[src/rtl/seg7_scan_driver.sv]
// Multi-digit seven-segment scan driver: frame-synchronous value update, BCD/hex decode,
// optional leading-zero blanking, active-low segment bus and digit enables.
module seg7_scan_driver #(
  parameter int unsigned NUM_DIGITS = 4,
  parameter int unsigned SCAN_DIV   = 50000,
  parameter bit          HEX_MODE   = 1'b0
) (
  input  logic                    clk,
  input  logic                    rst,
  input  logic                    load,
  input  logic [4*NUM_DIGITS-1:0] value,
  input  logic                    blank_lz,
  output logic [6:0]              seg,
  output logic [NUM_DIGITS-1:0]   an,
  output logic                    frame_done
);

  localparam int unsigned PcntW = $clog2(SCAN_DIV);
  localparam int unsigned IdxW  = (NUM_DIGITS > 1) ? $clog2(NUM_DIGITS) : 1;

  localparam logic [PcntW-1:0] PcntLast = PcntW'(SCAN_DIV - 1);
  localparam logic [IdxW-1:0]  IdxLast  = IdxW'(NUM_DIGITS - 1);

  localparam logic [6:0] SegBlank = 7'b1111111;
  localparam logic [6:0] SegDash  = 7'b0111111;

  logic [PcntW-1:0]        r_pcnt;
  logic [IdxW-1:0]         r_idx;
  logic [4*NUM_DIGITS-1:0] r_pending;
  logic                    r_pend;
  logic [4*NUM_DIGITS-1:0] r_disp;
  logic [6:0]              r_seg;
  logic [NUM_DIGITS-1:0]   r_an;
  logic                    r_bnd;
  logic                    r_frame_done;

  logic                    w_pwrap;
  logic                    w_boundary;
  logic [3:0]              w_nib;
  logic                    w_lz_sel;
  logic                    w_zero_acc;
  logic [NUM_DIGITS-1:0]   w_lz;
  logic [NUM_DIGITS-1:0]   w_an_next;
  logic                    w_blank;
  logic [6:0]              w_seg_next;

  function automatic logic [6:0] f_decode(input logic [3:0] nib, input bit hex);
    logic [6:0] s;
    case (nib)
      4'h0:    s = 7'b1000000;
      4'h1:    s = 7'b1111001;
      4'h2:    s = 7'b0100100;
      4'h3:    s = 7'b0110000;
      4'h4:    s = 7'b0011001;
      4'h5:    s = 7'b0010010;
      4'h6:    s = 7'b0000010;
      4'h7:    s = 7'b1111000;
      4'h8:    s = 7'b0000000;
      4'h9:    s = 7'b0011000;
      4'hA:    s = hex ? 7'b0001000 : SegDash;
      4'hB:    s = hex ? 7'b0000011 : SegDash;
      4'hC:    s = hex ? 7'b1000110 : SegDash;
      4'hD:    s = hex ? 7'b0100001 : SegDash;
      4'hE:    s = hex ? 7'b0000110 : SegDash;
      default: s = hex ? 7'b0001110 : SegDash;
    endcase
    return s;
  endfunction

  assign w_pwrap    = (r_pcnt == PcntLast);
  assign w_boundary = w_pwrap && (r_idx == IdxLast);

  // w_lz[k]: nibbles k..NUM_DIGITS-1 of the displayed value are all zero.
  always_comb begin
    w_zero_acc = 1'b1;
    w_lz       = '0;
    for (int k = NUM_DIGITS - 1; k >= 0; k--) begin
      w_zero_acc = w_zero_acc & (r_disp[4*k +: 4] == 4'h0);
      w_lz[k]    = w_zero_acc;
    end
  end

  always_comb begin
    w_nib     = 4'h0;
    w_lz_sel  = 1'b0;
    w_an_next = '1;
    for (int k = 0; k < NUM_DIGITS; k++) begin
      if (IdxW'(k) == r_idx) begin
        w_nib        = r_disp[4*k +: 4];
        w_lz_sel     = w_lz[k];
        w_an_next[k] = 1'b0;
      end
    end
  end

  assign w_blank    = blank_lz && (r_idx != '0) && w_lz_sel;
  assign w_seg_next = w_blank ? SegBlank : f_decode(w_nib, HEX_MODE);

  always_ff @(posedge clk) begin
    if (rst) begin
      r_pcnt       <= '0;
      r_idx        <= '0;
      r_pending    <= '0;
      r_pend       <= 1'b0;
      r_disp       <= '0;
      r_seg        <= SegBlank;
      r_an         <= '1;
      r_bnd        <= 1'b0;
      r_frame_done <= 1'b0;
    end else begin
      if (w_pwrap) begin
        r_pcnt <= '0;
        r_idx  <= (r_idx == IdxLast) ? '0 : r_idx + IdxW'(1);
      end else begin
        r_pcnt <= r_pcnt + PcntW'(1);
      end

      if (w_boundary && r_pend) begin
        r_disp <= r_pending;
      end

      // A load on the boundary cycle re-arms pend; the boundary moves the old pending value.
      if (load) begin
        r_pending <= value;
        r_pend    <= 1'b1;
      end else if (w_boundary) begin
        r_pend <= 1'b0;
      end

      r_an  <= w_an_next;
      r_seg <= w_seg_next;

      // Delayed one stage so the pulse lines up with an/seg showing digit 0 of the new frame.
      r_bnd        <= w_boundary;
      r_frame_done <= r_bnd;
    end
  end

  assign seg        = r_seg;
  assign an         = r_an;
  assign frame_done = r_frame_done;

endmodule

[config.mk]
export PLATFORM = sky130hd
export DESIGN_NAME = seg7_scan_driver
export DESIGN_NICKNAME = d
export VERILOG_FILES = /design/src/rtl/seg7_scan_driver.sv
export SDC_FILE = /design/constraint.sdc
export NUM_CORES = 1
export LEC_CHECK = 0
export ABC_CLOCK_PERIOD_IN_PS = 2350
export CORE_MARGIN = 2
export CORE_UTILIZATION = 55
export CTS_BUF_LIST = sky130_fd_sc_hd__clkbuf_16
export DETAILED_ROUTE_END_ITERATION = 12
export MAX_ROUTING_LAYER = met4
export PLACE_DENSITY = 0.79
export SETUP_SLACK_MARGIN = 0.15
export SKIP_LAST_GASP = 1
export SYNTH_ARGS = -nofsm -noshare
export SYNTH_HDL_FRONTEND = slang
export SYNTH_SLANG_ARGS = --single-unit
export TNS_END_PERCENT = 30
[constraint.sdc]
create_clock -name clk -period 2.35 [get_ports clk]
set_input_delay 0.5875 -clock clk [delete_from_list [all_inputs] [get_ports clk]]
set_output_delay 0.5875 -clock clk [all_outputs]
set_load 0.03 [all_outputs]
-- Word-level counts from Yosys, hierarchy flattened
Memory sizes are Yosys's and may differ from the RTL's. A register that Yosys moved wholly into a read port is not among the register bits.
Cells that the tools add are included.
- equality and inequality tests: 5
- add/subtract/negate cells: 2
- muxes and demuxes: 15
- reduce and logical (&&, ||, !) cells: 13
- bitwise operators: 3
- operators by type and width (cell ; number):
    $add 16x1->16 const B ; 1
    $eq 16x16->1 const B ; 1
    $logic_not 4->1 ; 4
    $mux 4 ; 4
    $mux 1 ; 10
    $eq 2x2->1 const A ; 2
    $logic_and 1x1->1 ; 4
    $reduce_bool 2->1 ; 2
    $reduce_or 2->1 ; 2
    $and 1x1->1 ; 3
    $add 2x1->2 const B ; 1
    $eq 1x2->1 const A ; 1
    $eq 2x2->1 const B ; 1
    $logic_not 2->1 ; 1
    $mux 2 ; 1
- output and inout port bits: 12
- bits of input ports: 20
- memory bits (read-only): 112
- memories: 1
- logic and storage cells: 47
- flip-flop bits (word level): 57
- memories (memory ; depth ; width ; read ports ; clocked after memory_dff ; wr ports ; line ; text):
    (no name shown) ; 16 ; 7 ; 1 ; 1 ; 0 ; 49 ; case (nib)

-- Longest topological paths before layout
Gate-level depths: netlist of run 1.
- word-level depth: 10
- depth in mapped cells: 9
- mapped depth without buffers: 9

-- Worst setup path after synthesis of run 1
No wires, ideal clock.
- kind: register -> register
- start: reg r_idx[1]
- end: reg r_seg[3] (netlist: seg[3])
- setup slack: 0.201 ns
- stages on the path, launching flop included: 10
- clock period less this slack: 2.149 ns
- setup time: 0.142 ns
- arrival time: 2.007 ns
- path through: dfxtp_1 > inv_1 > ha_1 > nor2b_2 > a22oi_1 > a221oi_1 > inv_1 > ha_1 > nor3b_1 > o31ai_1
- word-level cells in the longest chain between the ends: 7
- ends and longest elaborated chain (what ; line ; text):
    start: declaration ; 28 ; logic [IdxW-1:0] r_idx;
    start signal: assignment ; 113 ; r_idx <= (r_idx == IdxLast) ? '0 : r_idx + IdxW'(1);
    $logic_not 2->1 ; 88 ; if (IdxW'(k) == r_idx) begin
    $mux 1 (4 in series) ; 88 ;
    $logic_and 1x1->1 ; 96 ; assign w_blank = blank_lz && (r_idx != '0) && w_lz_sel;
    $reduce_or 2->1 (no line) ; n/a ;
    end: declaration ; 32 ; logic [6:0] r_seg;
Parallel ways exist; a longest one is shown, timed or not.
A chain may end at the register's enable or synchronous reset.

-- Worst setup path after layout of run 1
- start: reg r_idx[0]
- end: reg r_seg[3] (netlist: seg[3])
Same word-level chain as after synthesis.

==> results of run 1 <==
==> metrics by stage <==
step | std cells | utilization (%)
CTS | 389 | 71.5
global route | 392 | 72.7
detailed placement | 372 | 65.2
finish | 392 | 72.7
floorplan | 280 | -
global placement | 372 | 65.2
==> sequential cells by signal (all words and copies together) (netlist names) <==
name / count
r_idx: 2
an: 4
r_bnd: 1
r_pcnt: 16
seg: 7
r_disp: 16
r_pending: 16
r_pend: 1
frame_done: 1
==> area by class of cell <==
type                            instances  area, um2
Fill cell                             330       1310
Inverter                               11       41.3
Multi-Input combinational cell        193       1410
Timing Repair Buffer                   41        385
Tap cell                               67       83.8
Clock buffer                            9        225
Sequential cell                        64       1280
Clock inverter                          7       56.3
==> per-layer routing <==
| layer | vias up | part of all wire [%] | global-route usage (%) |
|---|---|---|---|
| met5 | - | 0 | - |
| li1 | 1048 | - | - |
| met1 | 951 | 45 | 26.3 |
| met3 | 12 | 3.9 | 5.76 |
| met2 | 44 | 49 | 32.4 |
| met4 | 0 | 2.5 | 10.5 |
==> power by group through the flow <==
stage          clock, mW  sequential, mW  combinational (mW)
2_1_floorplan          0            1.16              0.0568
3_3_place_gp           0            1.15               0.122
3_5_place_dp           0            1.15               0.124
4_1_cts             1.25            1.13               0.125
5_1_grt             1.31            1.13               0.137
6_report            1.23            1.13               0.124
==> worst reg2reg max path, stage by stage, from the launching register on <==
cell and delay, ns:
sky130_fd_sc_hd__dfxtp_2 0.36, sky130_fd_sc_hd__ha_2 0.27, sky130_fd_sc_hd__buf_4 0.18, sky130_fd_sc_hd__a221o_2 0.44
sky130_fd_sc_hd__ha_1 0.33, sky130_fd_sc_hd__nor3b_2 0.16, sky130_fd_sc_hd__o31ai_1 0.28
==> what timing repair did <==
action / in CTS / in global routing
setup buffers: 1 / 3
setup endpoints to repair: 2 / 7
gates cloned: 0 / 0
hold buffers: 0 / 0
pin swaps: 0 / 3
gates resized for setup: 3 / 11
==> final timing paths <==
path | slack [ns] | end | depth (start not counted) | start
worst max-delay path | 0.22 | seg[3]$_SDFF_PP1_ | 6 | r_idx[0]$_SDFFE_PP0N_
worst min-delay path | 0.43 | frame_done$_SDFF_PP0_ | 1 | r_bnd$_SDFF_PP0_
worst max register to register | 0.22 | seg[3]$_SDFF_PP1_ | 6 | r_idx[0]$_SDFFE_PP0N_
worst min register to register | 0.43 | frame_done$_SDFF_PP0_ | 1 | r_bnd$_SDFF_PP0_
==> cells by family after synthesis <==
kind of cell	count (synthesis)	share of synthesized area, %
AOI/OAI and AO/OA	26	7.01
xor gates and xnor gates	14	4.46
buffers and inverters	23	3.96
and+or+nand+nor	109	21.0
adders and majority gates	10	4.55
muxes	34	12.4
DFF	64	46.6
==> placed cells by master, fill, tap and decap left out, types with 2 or more instances in the layout <==
cell                              instances
sky130_fd_sc_hd__dfxtp_1                 62
sky130_fd_sc_hd__o21ai_0                  3
sky130_fd_sc_hd__mux2i_1                 34
sky130_fd_sc_hd__o31ai_1                  4
sky130_fd_sc_hd__a21oi_1                  7
sky130_fd_sc_hd__inv_2                    2
sky130_fd_sc_hd__clkinv_2                 3
sky130_fd_sc_hd__ha_4                     2
sky130_fd_sc_hd__dfxtp_2                  2
sky130_fd_sc_hd__and3_1                   4
sky130_fd_sc_hd__nor3_2                   2
sky130_fd_sc_hd__buf_4                   10
sky130_fd_sc_hd__nand2b_1                 5
sky130_fd_sc_hd__nand3_1                  7
sky130_fd_sc_hd__o21ai_1                  2
sky130_fd_sc_hd__xor2_1                   7
sky130_fd_sc_hd__inv_1                   12
sky130_fd_sc_hd__clkdlybuf4s50_1         31
sky130_fd_sc_hd__ha_2                     2
sky130_fd_sc_hd__nor2_1                  55
sky130_fd_sc_hd__nor3b_1                  5
sky130_fd_sc_hd__a22oi_1                  2
sky130_fd_sc_hd__nand2_1                  7
sky130_fd_sc_hd__ha_1                     6
sky130_fd_sc_hd__nor4_1                   6
sky130_fd_sc_hd__nor3_1                   4
sky130_fd_sc_hd__clkbuf_16                9
sky130_fd_sc_hd__xnor2_1                  7
==> impl_metrics.json, run 1 <==
{
  "gpl.final_weighted_congestion": 0.900,
  "clock-skew-final_ns": 0.00927,
  "critPathArrivalTime_ns": 2.35,
  "avgRoutedWirePerCell_um": 13.5,
  "power_frac_clock_pct": 49.5,
  "numClockSinks": 64,
  "ios": 32,
  "path_max_fanout": 11,
  "switching_share_pct": 20.3,
  "post-route-min-period_ns": 2.13,
  "crit_path_max_cell_delay_ns": 0.44,
  "grt_max_degree": 39,
  "finalSetupViolCount": 0,
  "cts.root.buffer_cell": "sky130_fd_sc_hd__clkbuf_16",
  "synthTopCellsByCount": "sky130_fd_sc_hd__dfxtp_1 (64), sky130_fd_sc_hd__nor2_1 (55), sky130_fd_sc_hd__mux2i_1 (34)",
  "worstMarginPinSlew_ns": 0.624,
  "run_status": "completed",
  "drc_violation_total_after_the_first_tritonroute_iteration": 134,
  "area_growth_pct": 26.7,
  "first_global_vias": 1919,
  "netlist.top_cell.by_area": "sky130_fd_sc_hd__dfxtp_1",
  "dpl_cell_area_mm2": 0.00312,
  "maxSlewHeadroom_pct": 57.9,
  "power.switching_mw": 0.504,
  "synth-edff-count": 0,
  "path_cells": "ha_2, buf_4, a221o_2, ha_1, nor3b_2, o31ai_1",
  "stdcell_area_mm2": 0.00348,
  "gr-total-overflow": 0,
  "cts_tree": "yes",
  "power.combinational.fraction_pct": 5.0,
  "seq_total_area_yosys_pct": 46.6,
  "drt-vias-per-instance": 5.24,
  "htree_levels": 3,
  "num_vias": 2055,
  "mapped_cell_area_mm2": 0.00275,
  "total_power_mw": 2.49,
  "drt-total-wl_mm": 5.31,
  "hold_path.class": "reg2reg",
  "cp_slowest_cell": "sky130_fd_sc_hd__a221o_2",
  "async_reset_ff_share_pct": 0,
  "hold_ws_ns": 0.431,
  "final_net_count": 350,
  "critPathTopFamily": "compound AO/OA/AOI/OAI gates",
  "synth-main-ff-cell": "sky130_fd_sc_hd__dfxtp_1",
  "ys_types": 45,
  "p_seq_share_pct": 45.5,
  "share_of_the_synthesized_area_in_the_top_cell_type_pct": 46.6,
  "power.static_leakage_nw": 1.52,
  "initial_core_util_pct": 57.4,
  "clk_pin_slew_worst_paths_ns": 0.05,
  "numCtsBuffers": 9,
  "finalCritPeriodShare_pct": 90.5,
  "setup.worst_path.class": "reg2reg",
  "die-height_um": 74.7,
  "tns_ns": 0,
  "grt_first_pass_wirelength_mm": 8.72,
  "drv_slew": 0,
  "worst_setup_path_start_kind": "flip-flop",
  "detailedPlace.worstSlack_ns": 0.126,
  "post_synth_inst_count": 280,
  "ys_top_cells_by_area": "sky130_fd_sc_hd__dfxtp_1 (47%), sky130_fd_sc_hd__mux2i_1 (12%), sky130_fd_sc_hd__nor2_1 (7.5%), sky130_fd_sc_hd__ha_1 (4.6%), sky130_fd_sc_hd__xnor2_1 (2.2%)",
  "worstSetupEndpointType": "flip-flop",
  "total_power_per_unit_cell_area_mw_per_mm2": 714,
  "max-clock-path-buffers": 2,
  "core_area_mm2": 0.00479,
  "max_freq_ghz": 0.470,
  "syn-num-nets": 310,
  "grt.total_usage_pct": 21.4,
  "cp_num_buf_inv": 1,
  "internal_power_mw": 1.98,
  "num_rows": 25,
  "final.setup.worst_slack_ns": 0.224,
  "avgSynthCellArea_um2": 9.81,
  "grt_setup_unrepaired": "false",
  "drt_drc_violations_left": 0,
  "cp_data_required_time_ns": 2.57,
  "drive_gt1_share_pct": 13.2,
  "antennaDiodeCount": 0,
  "synth_seq_cells": 64,
  "max_cap_violations": 0,
  "antenna_violating_nets_post_route": 0,
  "hpwl_mm": 3.39,
  "chip_width_um": 74.7,
  "synth_warnings": 0,
  "die-area_mm2": 0.00558,
  "yosysMostFrequentCell": "sky130_fd_sc_hd__dfxtp_1",
  "ir_drop_mv": 0.440,
  "timing.final.hold_violations": 0,
  "grt_antenna_before_repair": 0,
  "buffer_ports.inserted": 31,
  "drt_first_pass_iters": 4,
  "worstSkewPairLatency_ns": 0.32
}
(Power assumes the default switching activity.)
==> run 2, diff against run 1 <==
Settings changed: SLEW_MARGIN from default to 20.
==> results of run 2 <==
The final DEF is identical to that of run 1; final timing and power are the same.
